[config.mk]
export PLATFORM = sky130hd
export DESIGN_NAME = painel_chamadas_flat
export DESIGN_NICKNAME = d
export VERILOG_FILES = /design/src/rtl/elevador_pkg.sv /design/src/rtl/painel_chamadas_if.sv /design/src/rtl/condicionador_botao.sv /design/src/rtl/painel_chamadas.sv /design/src/flat_wrapper.sv
export SDC_FILE = /design/constraint.sdc
export NUM_CORES = 1
export LEC_CHECK = 0
export CAP_MARGIN = 20
export CORE_MARGIN = 2
export CORE_UTILIZATION = 51
export DETAILED_ROUTE_END_ITERATION = 7
export DONT_BUFFER_PORTS = 1
export PLACE_DENSITY_LB_ADDON = 0.15
export SLEW_MARGIN = 10
export SYNTH_ARGS = -nofsm -noshare
export SYNTH_HDL_FRONTEND = slang
export SYNTH_SLANG_ARGS = --single-unit
[constraint.sdc]
create_clock -name clock_50MHz -period 1 [get_ports clock_50MHz]
set_clock_uncertainty 0.15 [all_clocks]
set_input_delay 0.3 -clock clock_50MHz [delete_from_list [all_inputs] [get_ports clock_50MHz]]
set_output_delay 0.3 -clock clock_50MHz [all_outputs]
set_load 0.01 [all_outputs]
[src/rtl/elevador_pkg.sv]
// Shared types and constants for the elevator call-panel front end.
// Latency: n/a (declarations only).
// Backpressure: n/a.
package elevador_pkg;

    // Number of floors served; width of every call vector.
    localparam int N_ANDARES = 5;

    // Floor index as reported by the movement controller.
    typedef logic [2:0] andar_t;

    // 20 ms of stability at 50 MHz before a button level is believed.
    localparam int DEBOUNCE_CICLOS_PADRAO = 1_000_000;

    // Conditioned inputs: floor calls occupy [N_ANDARES-1:0], then the car buttons.
    localparam int IDX_ENTRA      = N_ANDARES;
    localparam int IDX_SAI        = N_ANDARES + 1;
    localparam int IDX_EMERGENCIA = N_ANDARES + 2;
    localparam int N_BOTOES       = N_ANDARES + 3;

endpackage

[src/rtl/painel_chamadas_if.sv]
// Bundle between board pins / elevator controller and the call panel.
// Latency: n/a (wiring only).
// Backpressure: none; raw levels in, registered levels and pulses out.
interface painel_chamadas_if;

    logic [elevador_pkg::N_ANDARES-1:0] botoes_chamar;
    logic                               botao_pessoa_entra;
    logic                               botao_pessoa_sai;
    logic                               botao_emergencia;
    logic                               lotado;
    logic                               atendido_valid;
    elevador_pkg::andar_t               atendido_andar;
    logic [elevador_pkg::N_ANDARES-1:0] chamadas_pendentes;
    logic                               pulso_entra;
    logic                               pulso_sai;
    logic                               pulso_emergencia;

    // Board + controller side: drives buttons and service reports.
    modport master (
        output botoes_chamar, botao_pessoa_entra, botao_pessoa_sai, botao_emergencia,
        output lotado, atendido_valid, atendido_andar,
        input  chamadas_pendentes, pulso_entra, pulso_sai, pulso_emergencia
    );

    // Call panel side.
    modport slave (
        input  botoes_chamar, botao_pessoa_entra, botao_pessoa_sai, botao_emergencia,
        input  lotado, atendido_valid, atendido_andar,
        output chamadas_pendentes, pulso_entra, pulso_sai, pulso_emergencia
    );

endinterface

[src/rtl/condicionador_botao.sv]
// One raw button: 2-FF synchroniser, debounce (only with PAINEL_DEBOUNCE_EN defined), rising-edge pulse.
// Latency: press first sampled at edge k -> pulse after edge k+2+DEBOUNCE_CICLOS (k+3 without debounce), 1 cycle.
// Backpressure: none; free-running, exactly one pulse per debounced press, none on release.
module condicionador_botao
    import elevador_pkg::*;
#(
    parameter int DEBOUNCE_CICLOS = DEBOUNCE_CICLOS_PADRAO
) (
    input  logic clock_50MHz,
    input  logic reset_geral,
    input  logic botao_bruto,
    output logic pulso
);

    if (DEBOUNCE_CICLOS < 1) begin : g_parametro_invalido
        $error("DEBOUNCE_CICLOS must be at least 1");
    end

    logic sync1_q, sync1_d;
    logic sync2_q, sync2_d;
    logic estavel_q, estavel_d;
    logic estavel_ant_q, estavel_ant_d;
    logic pulso_q, pulso_d;

`ifdef PAINEL_DEBOUNCE_EN
    localparam int CW = $clog2(DEBOUNCE_CICLOS + 1);
    // The transfer happens on the edge where the count would reach
    // DEBOUNCE_CICLOS, so the stored value never exceeds DEBOUNCE_CICLOS-1
    // and the counter can neither wrap nor overflow.
    localparam logic [CW-1:0] ULTIMO = CW'(DEBOUNCE_CICLOS - 1);

    logic [CW-1:0] contador_q, contador_d;

    // Debounce: count consecutive samples that disagree with the stable level.
    always_comb begin
        estavel_d  = estavel_q;
        contador_d = contador_q;
        if (sync2_q == estavel_q) begin
            contador_d = '0;
        end else if (contador_q >= ULTIMO) begin
            estavel_d  = sync2_q;
            contador_d = '0;
        end else begin
            contador_d = contador_q + CW'(1);
        end
    end

    // Debounce counter register; a reset discards any partial count.
    always_ff @(posedge clock_50MHz) begin
        if (reset_geral) begin
            contador_q <= '0;
        end else begin
            contador_q <= contador_d;
        end
    end
`else
    // Without debounce the stable level is just the synchronised sample.
    always_comb begin
        estavel_d = sync2_q;
    end
`endif

    // Synchroniser shift and registered rising-edge detect.
    always_comb begin
        sync1_d       = botao_bruto;
        sync2_d       = sync1_q;
        estavel_ant_d = estavel_q;
        pulso_d       = estavel_q & ~estavel_ant_q;
    end

    // Pipeline registers, all cleared by the synchronous reset.
    always_ff @(posedge clock_50MHz) begin
        if (reset_geral) begin
            sync1_q       <= 1'b0;
            sync2_q       <= 1'b0;
            estavel_q     <= 1'b0;
            estavel_ant_q <= 1'b0;
            pulso_q       <= 1'b0;
        end else begin
            sync1_q       <= sync1_d;
            sync2_q       <= sync2_d;
            estavel_q     <= estavel_d;
            estavel_ant_q <= estavel_ant_d;
            pulso_q       <= pulso_d;
        end
    end

    assign pulso = pulso_q;

endmodule

[src/rtl/painel_chamadas.sv]
// Call panel: conditions 8 raw buttons into pulses and keeps the pending floor-call register.
// Latency: pulse as in condicionador_botao; pending set one edge after the call pulse, cleared at the edge atendido_valid is sampled.
// Backpressure: none; calls arriving while lotado=1 are dropped, not deferred.
module painel_chamadas
    import elevador_pkg::*;
#(
    parameter int DEBOUNCE_CICLOS = DEBOUNCE_CICLOS_PADRAO
) (
    input  logic               clock_50MHz,
    input  logic               reset_geral,
    painel_chamadas_if.slave   bus
);

    logic [N_BOTOES-1:0]  botoes_brutos;
    logic [N_BOTOES-1:0]  pulsos;
    logic [N_ANDARES-1:0] pendentes_q, pendentes_d;

    // Gather every raw button into one vector laid out by the package indices.
    always_comb begin
        botoes_brutos                 = '0;
        botoes_brutos[N_ANDARES-1:0]  = bus.botoes_chamar;
        botoes_brutos[IDX_ENTRA]      = bus.botao_pessoa_entra;
        botoes_brutos[IDX_SAI]        = bus.botao_pessoa_sai;
        botoes_brutos[IDX_EMERGENCIA] = bus.botao_emergencia;
    end

    for (genvar g = 0; g < N_BOTOES; g++) begin : g_cond
        condicionador_botao #(
            .DEBOUNCE_CICLOS(DEBOUNCE_CICLOS)
        ) u_cond (
            .clock_50MHz(clock_50MHz),
            .reset_geral(reset_geral),
            .botao_bruto(botoes_brutos[g]),
            .pulso      (pulsos[g])
        );
    end

    // Pending calls: set, then served-floor clear, then emergency wipe (later wins).
    always_comb begin
        pendentes_d = pendentes_q;
        if (!bus.lotado) begin
            pendentes_d = pendentes_d | pulsos[N_ANDARES-1:0];
        end
        if (bus.atendido_valid) begin
            for (int i = 0; i < N_ANDARES; i++) begin
                if (bus.atendido_andar == andar_t'(i)) begin
                    pendentes_d[i] = 1'b0;
                end
            end
        end
        if (pulsos[IDX_EMERGENCIA]) begin
            pendentes_d = '0;
        end
    end

    // Pending-call register.
    always_ff @(posedge clock_50MHz) begin
        if (reset_geral) begin
            pendentes_q <= '0;
        end else begin
            pendentes_q <= pendentes_d;
        end
    end

    assign bus.chamadas_pendentes = pendentes_q;
    assign bus.pulso_entra        = pulsos[IDX_ENTRA];
    assign bus.pulso_sai          = pulsos[IDX_SAI];
    assign bus.pulso_emergencia   = pulsos[IDX_EMERGENCIA];

endmodule

[src/flat_wrapper.sv]
// flat-port wrapper written by rule: the top's interface ports become plain ports
module painel_chamadas_flat import elevador_pkg::*;
#(
    parameter int DEBOUNCE_CICLOS = DEBOUNCE_CICLOS_PADRAO
)
  (clock_50MHz, reset_geral, bus_botoes_chamar, bus_botao_pessoa_entra, bus_botao_pessoa_sai, bus_botao_emergencia, bus_lotado, bus_atendido_valid, bus_atendido_andar, bus_chamadas_pendentes, bus_pulso_entra, bus_pulso_sai, bus_pulso_emergencia);
  painel_chamadas_if bus_i ();
  input  logic clock_50MHz;
  input  logic reset_geral;
  input wire logic [$bits(bus_i.botoes_chamar)-1:0] bus_botoes_chamar;
  input wire logic [$bits(bus_i.botao_pessoa_entra)-1:0] bus_botao_pessoa_entra;
  input wire logic [$bits(bus_i.botao_pessoa_sai)-1:0] bus_botao_pessoa_sai;
  input wire logic [$bits(bus_i.botao_emergencia)-1:0] bus_botao_emergencia;
  input wire logic [$bits(bus_i.lotado)-1:0] bus_lotado;
  input wire logic [$bits(bus_i.atendido_valid)-1:0] bus_atendido_valid;
  input wire logic [$bits(bus_i.atendido_andar)-1:0] bus_atendido_andar;
  output wire logic [$bits(bus_i.chamadas_pendentes)-1:0] bus_chamadas_pendentes;
  output wire logic [$bits(bus_i.pulso_entra)-1:0] bus_pulso_entra;
  output wire logic [$bits(bus_i.pulso_sai)-1:0] bus_pulso_sai;
  output wire logic [$bits(bus_i.pulso_emergencia)-1:0] bus_pulso_emergencia;
  assign bus_i.botoes_chamar = bus_botoes_chamar;
  assign bus_i.botao_pessoa_entra = bus_botao_pessoa_entra;
  assign bus_i.botao_pessoa_sai = bus_botao_pessoa_sai;
  assign bus_i.botao_emergencia = bus_botao_emergencia;
  assign bus_i.lotado = bus_lotado;
  assign bus_i.atendido_valid = bus_atendido_valid;
  assign bus_i.atendido_andar = bus_atendido_andar;
  assign bus_chamadas_pendentes = bus_i.chamadas_pendentes;
  assign bus_pulso_entra = bus_i.pulso_entra;
  assign bus_pulso_sai = bus_i.pulso_sai;
  assign bus_pulso_emergencia = bus_i.pulso_emergencia;
  painel_chamadas #(.DEBOUNCE_CICLOS(DEBOUNCE_CICLOS)) u_core (.clock_50MHz(clock_50MHz), .reset_geral(reset_geral), .bus(bus_i));
endmodule
# Word-level counts from Yosys, hierarchy flattened
# Index checks and enable logic that the tools add are counted.
classes:
  eq_ne: 4
  mux: 7
  bitwise_logic: 17
  n_reduce_logical: 2
ops:
  columns: ["op", "count"]
  rows:
  - ["$mux W5", 2]
  - ["$and A1 B1 Y1", 8]
  - ["$not A1 Y1", 8]
  - ["$eq A3 B2 Y1 const B", 2]
  - ["$mux W1", 5]
  - ["$or A5 B5 Y5", 1]
  - ["$eq A3 B1 Y1 const B", 1]
  - ["$eq A3 B3 Y1 const B", 1]
  - ["$logic_not A3 Y1", 1]
  - ["$reduce_or A2 Y1", 1]
totals:
  register_bits: 45
  input_bits: 15
  output_inout_bits: 8
  elab_cells: 71

# Longest topological paths before layout
# Gate-level depths: netlist of run 1.
depth:
  word_depth: 4
  depth_mapped: 3
  mapped_depth_nobuf: 2

# Modules after synthesis
# Synthesis of run 1 repeated with hierarchy kept, for this count alone.
hier_totals:
  hier_cells: 105
  hier_area_um2: 1336.3
modules_own_cells:
  columns: ["module", "n_inst", "cells_per_inst", "area_each_um2", "seq_area_each_um2"]
  rows:
  - ["condicionador_botao", 8, 10, 137.6, 100.1]
  - ["painel_chamadas", 1, 25, 235.2, 100.1]

# Least setup slack after synthesis of run 1
# No wires, ideal clock.
synth_timing:
  path_kind: "in2reg"
  startpoint: "input reset_geral"
  endpoint: "register u_core.pendentes_q[0], in the netlist u_core.bus.chamadas_pendentes[0]"
  setup_ns: 0.095
  arrival_ns: 0.824
  slack_ns: -0.069
  cell_stages: 3
  n_path_buf: 1
  cell_sequence: "buf_6 > or2_4 > a221oi_1"
synth_between:
  elab_chain_cells: 1
synth_lines:
  columns: ["element", "line", "rtl"]
  rows:
  - ["from (decl)", "flat_wrapper.sv:9", "input logic reset_geral;"]
  - ["$reduce_or A2 Y1 (no line)", null, null]
  - ["to (signal assigned)", "painel_chamadas.sv:61", "pendentes_q <= pendentes_d;"]
  - ["to (decl)", "painel_chamadas.sv:16", "logic [N_ANDARES-1:0] pendentes_q, pendentes_d;"]
# Every way passes these cells.
# A chain may end at the register's enable or synchronous reset.

# Worst setup path in the final report of run 1
layout_timing:
  startpoint: "register u_core.g_cond[7].u_cond.pulso_q"
  endpoint: "output bus_pulso_emergencia"
layout_lines:
  columns: ["element", "line", "rtl"]
  rows:
  - ["from (decl)", "condicionador_botao.sv:23", "logic pulso_q, pulso_d;"]
  - ["from (signal assigned)", "condicionador_botao.sv:84", "pulso_q <= pulso_d;"]
  - ["to (decl)", "flat_wrapper.sv:20", "output wire logic [$bits(bus_i.pulso_emergencia)-1:0] bus_pulso_emergencia;"]
# No word-level cell between the ends.

==> results of run 1 <==
==> through the flow <==
stage | setup WS [ps] | utilization | setup TNS [ps] | std cells | cell area [µm²]
finish | -243 | 0.623 | -1460 | 154 | 1530
global route | -296 | 0.623 | -1940 | 154 | 1530
CTS | -262 | 0.620 | -1550 | 154 | 1520
detailed placement | -90.0 | 0.552 | -207 | 137 | 1360
global placement | -35.9 | 0.552 | -70.2 | 137 | 1360
floorplan | -35.9 | - | -161 | 109 | 1340
==> cells in the mapped netlist <==
cell type,number,share of area
nor4bb_1,2,0.015
or2_4,1,0.0066
dfxtp_1,45,0.68
a211oi_1,3,0.017
and4b_1,1,0.0076
buf_2,2,0.0076
inv_1,6,0.017
buf_6,1,0.0085
nand2b_1,5,0.024
a221oi_1,2,0.013
nor2b_1,35,0.17
nor3b_1,1,0.0057
and2b_1,5,0.028
==> cells in the final DEF, fill, tap and decap left out, types with 2 or more instances in the layout <==
cell / instances
a211oi_2: 3
a221oi_2: 2
and2b_1: 5
clkbuf_1: 3
clkbuf_4: 5
dfxtp_1: 37
dfxtp_2: 5
dfxtp_4: 3
dlygate4sd3_1: 9
inv_1: 6
nand2b_1: 5
nor2b_1: 35
nor4bb_1: 2
==> cell type report <==
cell class | instances | area (µm²)
clock buffer | 8 | 48.8
fill | 218 | 925
multi-input combinational | 55 | 402
timing repair buffer | 10 | 101
tap | 30 | 37.5
inverter | 6 | 22.5
sequential | 45 | 918
==> state kept, by name, indices dropped and copies added (netlist names) <==
name	flops
u_core.g_cond.u_cond.pulso	8
u_core.g_cond.u_cond.estavel_d	8
u_core.g_cond.u_cond.sync1_q	8
u_core.bus.chamadas_pendentes	5
u_core.g_cond.u_cond.estavel_ant_q	8
u_core.g_cond.u_cond.estavel_ant_d	8
==> metal layers <==
metal  vias up  track usage  wire length [µm]
met4         0       0.0750                15
li1        373            -                 -
met1       307        0.116               675
met2        25        0.210               819
met3         2       0.0902               148
met5         -            0                 0
==> how the worst min path moves through the flow <==
| stage | to | cells after the start | slack, ps |
|---|---|---|---|
| after floorplan | u_core.g_cond[0].u_cond.pulso | 1 | 220 |
| after global placement | u_core.g_cond[2].u_cond.pulso | 1 | 220 |
| after detailed placement | u_core.g_cond[1].u_cond.pulso | 1 | 220 |
| after CTS | u_core.g_cond[6].u_cond.estavel_ant_d | 1 | -150 |
| after global routing | u_core.g_cond[5].u_cond.estavel_ant_d | 1 | -170 |
| final | u_core.g_cond[5].u_cond.estavel_ant_d | 1 | -130 |
==> worst register-to-register path, stage by stage (launching register included) <==
cell      delay, ps
dfxtp_2         340
or2_4           280
a221oi_2        190
==> cells by family (layout without fill, tap and decap cells) <==
| group | Yosys count | after routing |
|---|---|---|
| and+or+nand+nor | 50 | 50 |
| AOI/OAI and AO/OA | 5 | 5 |
| buffers and inverters | 9 | 24 |
| DFF | 45 | 45 |
==> what timing repair did <==
item | CTS | global route
setup endpoints to repair | 11 | 13
setup buffers | 0 | 0
gates resized for setup | 12 | 3
endpoints found under the hold margin | 38 | 31
==> power groups by stage <==
| stage | combinational (mW) | sequential, mW | clock [mW] |
|---|---|---|---|
| final | 0.0931 | 1.85 | 0.777 |
| after global routing | 0.101 | 1.86 | 0.902 |
| after CTS | 0.0940 | 1.86 | 0.814 |
| after detailed placement | 0.0634 | 1.90 | 0 |
| after global placement | 0.0609 | 1.89 | 0 |
| after floorplan | 0.0757 | 1.89 | 0 |
==> run_results.csv, run 1 <==
group,metric,value,unit
outcome,status,"complete, but fails checks",
outcome,violations,"hold timing, setup timing",
floorplanning,pin_count,23,
sta,rsz0062_at_grt,"true",
synth,syn_nets,124,
synth,syn_area,0.00132,mm²
sta,hold_viol,24,
floorplanning,core,0.00245,mm²
synth,ys_warn_count,0,
drt,drc,0,
finish,diodes,0,
job,cap_violations,0,
synth,synth_top_family_by_area,"simple AND/OR/NAND/NOR gates",
cts,path_clk_slew,110,ps
synth,synthXorXnorAreaFrac,0,
floorplanning,dieArea,0.00301,mm²
sta,hold_ws,-134,ps
global_route,grt_pass1_wl,2450,µm
floorplanning,fp-row-count,18,
synth,synth-seq-cells,45,
cts,cts-root-buf,"clkbuf_4",
drt,wl,1660,µm
worst_setup_path,cpPeakStageDelay,340,ps
cts,clk_latency,340,ps
cts,cts_tree,"done",
global_route,overflow,0,
floorplanning,die_h,54.9,µm
global_route,grt_max_degree,34,
synth,synthMuxAreaShare,0,
synth,synth-compound-area-share,0.0304,
sta,tightestPinTransition,444,ps
placed_design,gp_congestion,0.591,
sta,fin_crit_sh,1.24,
worst_setup_path,ff2ff_path_depth,2,
worst_setup_path,timing.critical_path.max_delay_family,"flip-flops",
finish,drive_above_1_share,0.161,
cts,cts.path.max_buffers,2,
synth,synth_cells,109,
sta,finalSetupViolCount,10,
drt,ant_nets,0,
drt,viasPerCell,4.59,
worst_setup_path,endpoint,"bus_pulso_emergencia",
power,finalPower,2.72,mW
worst_setup_path,cp_num_cells,1,
cts,cts-hold-fix-buffers,9,
power,p_switching,536,µW
worst_setup_path,rr_endpoint,"u_core.bus.chamadas_pendentes[4]",
worst_setup_path,start_kind,"flip-flop",
worst_hold_path,min_path_type,"primary input to flip-flop",
cts,cts_buffers,5,
floorplanning,die-width,54.9,µm
worst_setup_path,worstPathArrival,790,ps
worst_setup_path,crit_buf_inv,1,
worst_hold_path,hold_path_startpoint,"reset_geral",
worst_setup_path,worstPathCellList,"buf_6",
sta,slew_viol_final,0,
sta,setup_slack,-243,ps
power,p_int,2.18,mW
power,p_per_area,1780,mW/mm²
power,swShare,0.197,
drt,wl_per_cell,10.8,µm
worst_setup_path,slowest_stage,"dfxtp_2",
global_route,track_usage,0.129,
sta,fin_crit,1240,ps
sta,max_freq,805,MHz
power,pwr-share-comb,0.034,
power,irDropWorstVdd,1370,µV
power,pwr-share-seq,0.680,
worst_setup_path,setup.worst_path.start,"u_core.g_cond[7].u_cond.pulso",
worst_setup_path,end_kind,"output port",
synth,seq_area_frac_synth,0.683,
cts,cts_sinks,45,
synth,avgSynthCellArea,12.1,µm²
global_route,antenna_found_initial,0,
floorplanning,start_util,0.537,
placed_design,portBuffers,0,
power,power.leakage,0.615,nW
drt,drtPass1Iterations,2,
drt,vias,707,
worst_setup_path,reg2reg_from,"u_core.g_cond[7].u_cond.pulso",
synth,synthAdderAreaFrac,0,
worst_setup_path,critPathKind,"flip-flop to output port",
finish,fin_nets,138,
global_route,grt_pass1_vias,635,
finish,syn_to_final_growth,16.0,%
power,pwr-share-clk,0.286,
sta,slew_headroom,0.703,
drt,drt-initial-drc-count,7,
synth,synth_cell_types,13,
worst_setup_path,r2r_setup_slack,-50,ps
cts,htreeDepth,2,
worst_setup_path,worstPathMaxFanout,2,
synth,yosys.area_share.simple,0.253,
worst_setup_path,critical_path_required,550,ps
Note: power is estimated with default switching activity, not from simulation.
==> run 2: changes to the inputs <==
- CORE_UTILIZATION: 51 -> 53
==> run 2 against run 1 <==
  * The run still ends with hold timing, setup timing left
  * Via count decreased by 0.85%
  * Clock power about the same
  * Die area decreased by 3.5%
  * Setup slack improved by 13 ps
  * Sequential share of layout area decreased by 0.30 points
  * Count of clock-buffer cells in the layout unchanged
  * Critical path depth unchanged
  * Register-to-register slack improved by 40 ps
  * Maximum frequency increased by 1.1%
  * Flip-flop and latch count unchanged
  * Wire length decreased by 2.1%
  * Core utilization increased by 0.96 points
  * Critical endpoint unchanged
  * Largest power group unchanged
==> run_results.csv, run 2 (synthesized netlist as in run 1, its figures left out) <==
group,metric,value,unit
power,pwr-share-clk,0.284,
power,p_int,2.19,mW
global_route,track_usage,0.128,
sta,slew_viol_final,0,
floorplanning,start_util,0.547,
sta,max_freq,813,MHz
floorplanning,pin_count,23,
placed_design,place_ws,-54.0,ps
outcome,violations,"hold timing, setup timing",
finish,diodes,0,
global_route,grt_pass1_wl,2430,µm
sta,setup_slack,-230,ps
finish,final_cell_mix,"dfxtp_1, nor2b_1, dlygate4sd3_1, dfxtp_2, inv_1",
worst_setup_path,start_kind,"flip-flop",
cts,cts_tree,"done",
sta,tightestPinTransition,401,ps
cts,cts_sinks,45,
floorplanning,die_h,53.9,µm
power,irDropWorstVdd,1560,µV
global_route,antenna_found_initial,0,
power,finalPower,2.72,mW
worst_hold_path,min_path_type,"primary input to flip-flop",
cts,cts-root-buf,"clkbuf_4",
sta,hold_ws,-133,ps
cts,cts_buffers,5,
finish,fin_nets,138,
drt,vias,701,
sta,fin_crit,1230,ps
global_route,grt_max_degree,34,
sta,slew_headroom,0.729,
drt,drc,0,
placed_design,gp_congestion,0.593,
worst_setup_path,worstPathCellList,"buf_6",
drt,viasPerCell,4.55,
floorplanning,dieArea,0.00290,mm²
floorplanning,core,0.00241,mm²
sta,fin_crit_sh,1.23,
worst_setup_path,critical_path_required,550,ps
drt,drtPass1Iterations,1,
drt,wl_per_cell,10.5,µm
power,power.leakage,0.622,nW
sta,rsz0062_at_grt,"true",
cts,htreeDepth,2,
outcome,status,"complete, but fails checks",
drt,drt-initial-drc-count,0,
finish,multi_input_area,402,µm²
cts,cts.path.max_buffers,2,
global_route,overflow,0,
sta,hold_viol,20,
worst_setup_path,worstPathArrival,780,ps
power,pwr-share-seq,0.681,
power,pwr-share-comb,0.035,
worst_setup_path,worstPathMaxFanout,2,
job,cap_violations,0,
cts,cts-hold-fix-buffers,9,
floorplanning,fp-row-count,18,
global_route,grt_pass1_vias,586,
cts,path_clk_slew,110,ps
finish,seq_area,911,µm²
drt,ant_nets,0,
placed_design,portBuffers,0,
worst_setup_path,r2r_setup_slack,-10,ps
worst_setup_path,crit_buf_inv,1,
worst_setup_path,end_kind,"output port",
power,p_switching,533,µW
sta,finalSetupViolCount,10,
drt,wl,1620,µm
cts,clk_latency,330,ps
worst_setup_path,timing.critical_path.max_delay_family,"flip-flops",
finish,layout_commonest_cell,"dfxtp_1",
finish,drive_above_1_share,0.161,
finish,n_fill_cell,203,
worst_setup_path,slowest_stage,"dfxtp_2",
worst_setup_path,cpPeakStageDelay,340,ps
worst_setup_path,critPathKind,"flip-flop to output port",
power,swShare,0.196,
finish,syn_to_final_growth,15.7,%
floorplanning,die-width,53.9,µm
power,p_per_area,1790,mW/mm²
sta,tns,-1270,ps
[run 2: power by group through the flow]
stage	Sequential, mW	Clock, mW	Combinational (mW)
after floorplan	1.89	0	0.0757
after global placement	1.89	0	0.0611
after detailed placement	1.90	0	0.0634
after CTS	1.86	0.815	0.0930
after global routing	1.86	0.894	0.103
final	1.86	0.774	0.0948
[run 2: final timing paths]
path              cells after the start                                  start                                end
setup / recovery                      1          u_core.g_cond[7].u_cond.pulso               bus_pulso_emergencia
hold / removal                        1                            reset_geral  u_core.g_cond[6].u_cond.estavel_d
setup reg to reg                      2          u_core.g_cond[7].u_cond.pulso   u_core.bus.chamadas_pendentes[0]
hold reg to reg                       1  u_core.g_cond[6].u_cond.estavel_ant_q      u_core.g_cond[6].u_cond.pulso
[run 2: metrics by stage]
step	area [µm²]	instances	util
finish	1530	154	0.633
global route	1530	154	0.633
CTS	1520	154	0.630
detailed placement	1360	137	0.562
global placement	1360	137	0.562
floorplan	1340	109	-
[run 2: routing by layer]
metal / track usage / vias up / share of wire
li1: - / 367 / -
met1: 0.131 / 309 / 0.40
met2: 0.199 / 23 / 0.50
met3: 0.0861 / 2 / 0.088
met4: 0.0641 / 0 / 0.0062
met5: 0 / - / 0
[run 2: layout make-up]
type / count / share of cell area
Timing Repair Buffer: 10 / 0.0681
Sequential cell: 45 / 0.597
Clock buffer: 8 / 0.0320
Tap cell: 30 / 0.0246
Inverter: 6 / 0.0148
Multi-Input combinational cell: 55 / 0.263
[run 2: timing repair]
action	4_1_cts	5_1_grt
pin swaps	1	0
resized for setup	11	2
setup buffers	0	0
hold endpoints to repair	37	30
gates cloned	0	0
setup endpoints to repair	9	12
[run 2: worst register-to-register path, delay by kind of cell, from the launching register on]
family	cells	cell delay, ps
AO/OA/AOI/OAI	1	170
flip-flops	1	340
AND/OR/NAND/NOR	1	260
==> run 3: changes to the inputs <==
- BUFFER_PORTS_ARGS: default -> -buffer_cell sky130_fd_sc_hd__clkbuf_2
- CORE_UTILIZATION: 53 -> 47
- DONT_BUFFER_PORTS: 1 -> default
==> run 3 against run 2 <==
  * The flow finishes with violations (setup timing)
  * Final cell count grew 16%
  * Maximum frequency shrank 0.61%
  * Flip-flop and latch count is the same
  * Core utilization shrank 1.9 points
  * Sequential power is essentially flat
  * Critical path depth is the same
  * Total power grew 1.8%
  * Via count grew 9.8%
  * Design area grew 9.0%
  * Die area grew 12%
  * Register-to-register slack gained 20 ps
  * Setup slack lost 7.6 ps
  * Largest cell class unchanged
  * Largest power group unchanged
==> run_results.csv, run 3 (synthesized netlist as in run 1, its figures left out) <==
group,metric,value,unit
worst_setup_path,worstPathMaxFanout,2,
power,p_per_area,1670,mW/mm²
worst_setup_path,cpPeakStageDelay,340,ps
floorplanning,die-width,57.0,µm
worst_setup_path,r2r_setup_slack,10,ps
worst_setup_path,critPathKind,"flip-flop to output port",
sta,hold_ws,18.4,ps
drt,drtPass1Iterations,4,
drt,viasPerCell,4.33,
outcome,violations,"setup timing",
finish,diodes,0,
global_route,grt_max_degree,14,
global_route,track_usage,0.114,
sta,hold_viol,0,
sta,fin_crit_sh,1.24,
global_route,antenna_found_initial,0,
placed_design,hpwlAfterDp,1090,µm
power,pwr-share-seq,0.668,
power,pwr-share-comb,0.052,
sta,finalSetupViolCount,8,
worst_setup_path,reg2reg_from,"u_core.g_cond[7].u_cond.pulso",
drt,wl_per_cell,9.13,µm
drt,ant_nets,0,
worst_setup_path,rr_endpoint,"u_core.bus.chamadas_pendentes[0]",
worst_setup_path,crit_buf_inv,1,
finish,drive_above_1_share,0.327,
floorplanning,core,0.00271,mm²
worst_setup_path,start_kind,"flip-flop",
sta,tightestPinTransition,370,ps
drt,wl,1630,µm
floorplanning,start_util,0.487,
finish,fin_util,0.614,
worst_setup_path,ff2ff_path_depth,2,
placed_design,portBuffers,22,
cts,cts-root-buf,"clkbuf_4",
finish,syn_to_final_growth,26.1,%
worst_setup_path,worstPathArrival,790,ps
worst_hold_path,min_path_type,"primary input to flip-flop",
worst_setup_path,worstPathCellList,"buf_6",
cts,htreeDepth,2,
drt,wl_met3,145,µm
sta,rsz0062_at_grt,"true",
worst_setup_path,critical_path_required,550,ps
power,p_switching,576,µW
worst_setup_path,endpoint,"bus_chamadas_pendentes[2]",
finish,final_cell_mix,"dfxtp_1, nor2b_1, clkbuf_2, buf_4",
power,p_int,2.20,mW
cts,cts_sinks,45,
cts,cts_tree,"done",
drt,drt-initial-drc-count,10,
drt,met2_length,713,µm
worst_setup_path,end_kind,"output port",
sta,max_freq,808,MHz
sta,setup_slack,-237,ps
sta,fin_crit,1240,ps
power,swShare,0.208,
placed_design,gp_congestion,0.787,
power,pwr-share-clk,0.280,
cts,path_clk_slew,110,ps
worst_setup_path,slowest_stage,"dfxtp_2",
floorplanning,dieArea,0.00325,mm²
drt,drc,0,
drt,vias,770,
finish,fin_nets,161,
worst_setup_path,setup.worst_path.start,"u_core.bus.chamadas_pendentes[2]",
power,irDropWorstVdd,1430,µV
cts,clk_latency,340,ps
drt,drt-met1-wl,725,µm
cts,cts.path.max_buffers,2,
cts,cts_buffers,5,
sta,tns,-1850,ps
floorplanning,die_h,57.0,µm
global_route,grt_pass1_wl,2740,µm
finish,layout_commonest_cell,"dfxtp_1",
job,cap_violations,0,
worst_hold_path,worst_hold_path.num_cells,2,
floorplanning,pin_count,23,
worst_setup_path,cp_num_cells,1,
floorplanning,fp-row-count,19,
sta,slew_headroom,0.750,
sta,slew_viol_final,0,
worst_setup_path,timing.critical_path.max_delay_family,"flip-flops",
global_route,overflow,0,
outcome,status,"complete, but fails checks",
drt,topRoutingLayerUsed,"met4",
power,power.leakage,0.722,nW
global_route,grt_pass1_vias,688,
-- run 3: repair_timing --
| item | in CTS | in global routing |
|---|---|---|
| hold buffers | 2 | 2 |
| hold endpoints to repair | 2 | 2 |
| resized for setup | 8 | 15 |
| setup endpoints to repair | 9 | 13 |
| pin swaps | 0 | 1 |
| buffers inserted | 1 | 3 |
-- run 3: worst min-delay path by stage --
stage,startpoint,slack (ps),to
after floorplan,u_core.g_cond[0].u_cond.estavel_ant_q,220,u_core.g_cond[0].u_cond.pulso
after global placement,u_core.g_cond[5].u_cond.estavel_ant_q,220,u_core.g_cond[5].u_cond.pulso
after detailed placement,u_core.g_cond[1].u_cond.estavel_ant_q,220,u_core.g_cond[1].u_cond.pulso
after CTS,bus_botoes_chamar[3],1,u_core.g_cond[3].u_cond.sync1_q
after global routing,bus_botao_emergencia,0.8,u_core.g_cond[7].u_cond.sync1_q
final,bus_botao_pessoa_entra,20,u_core.g_cond[5].u_cond.sync1_q
-- run 3: layer usage --
layer | vias to the layer above | global-route usage
met5 | - | 0
met4 | 0 | 0.0598
li1 | 411 | -
met1 | 328 | 0.129
met3 | 5 | 0.0635
met2 | 26 | 0.172
-- run 3: area by class of cell --
cell class / instances / area [µm²]
repair buffers: 33 / 240
multi-input cells: 55 / 402
fillers: 235 / 1050
flip-flops and latches: 45 / 908
clock buffers: 6 / 41.3
clock inverters: 2 / 10.0
inverters: 6 / 22.5
well taps: 31 / 38.8
-- run 3: power groups by stage --
| stage | combinational, mW | sequential [mW] | clock (mW) |
|---|---|---|---|
| 2_1_floorplan | 0.0757 | 1.89 | 0 |
| 5_1_grt | 0.163 | 1.86 | 0.907 |
| 4_1_cts | 0.136 | 1.85 | 0.821 |
| 3_5_place_dp | 0.127 | 1.89 | 0 |
| 3_3_place_gp | 0.122 | 1.89 | 0 |
| 6_report | 0.145 | 1.85 | 0.776 |
-- run 3: per-stage QoR --
step	instance area [µm²]	worst slack [ps]	total power, mW	std cells
floorplan	1340	-35.9	1.97	109
global placement	1480	-155	2.01	162
detailed placement	1480	-200	2.02	162
CTS	1580	-276	2.81	173
global route	1660	-284	2.93	178
finish	1660	-237	2.77	178
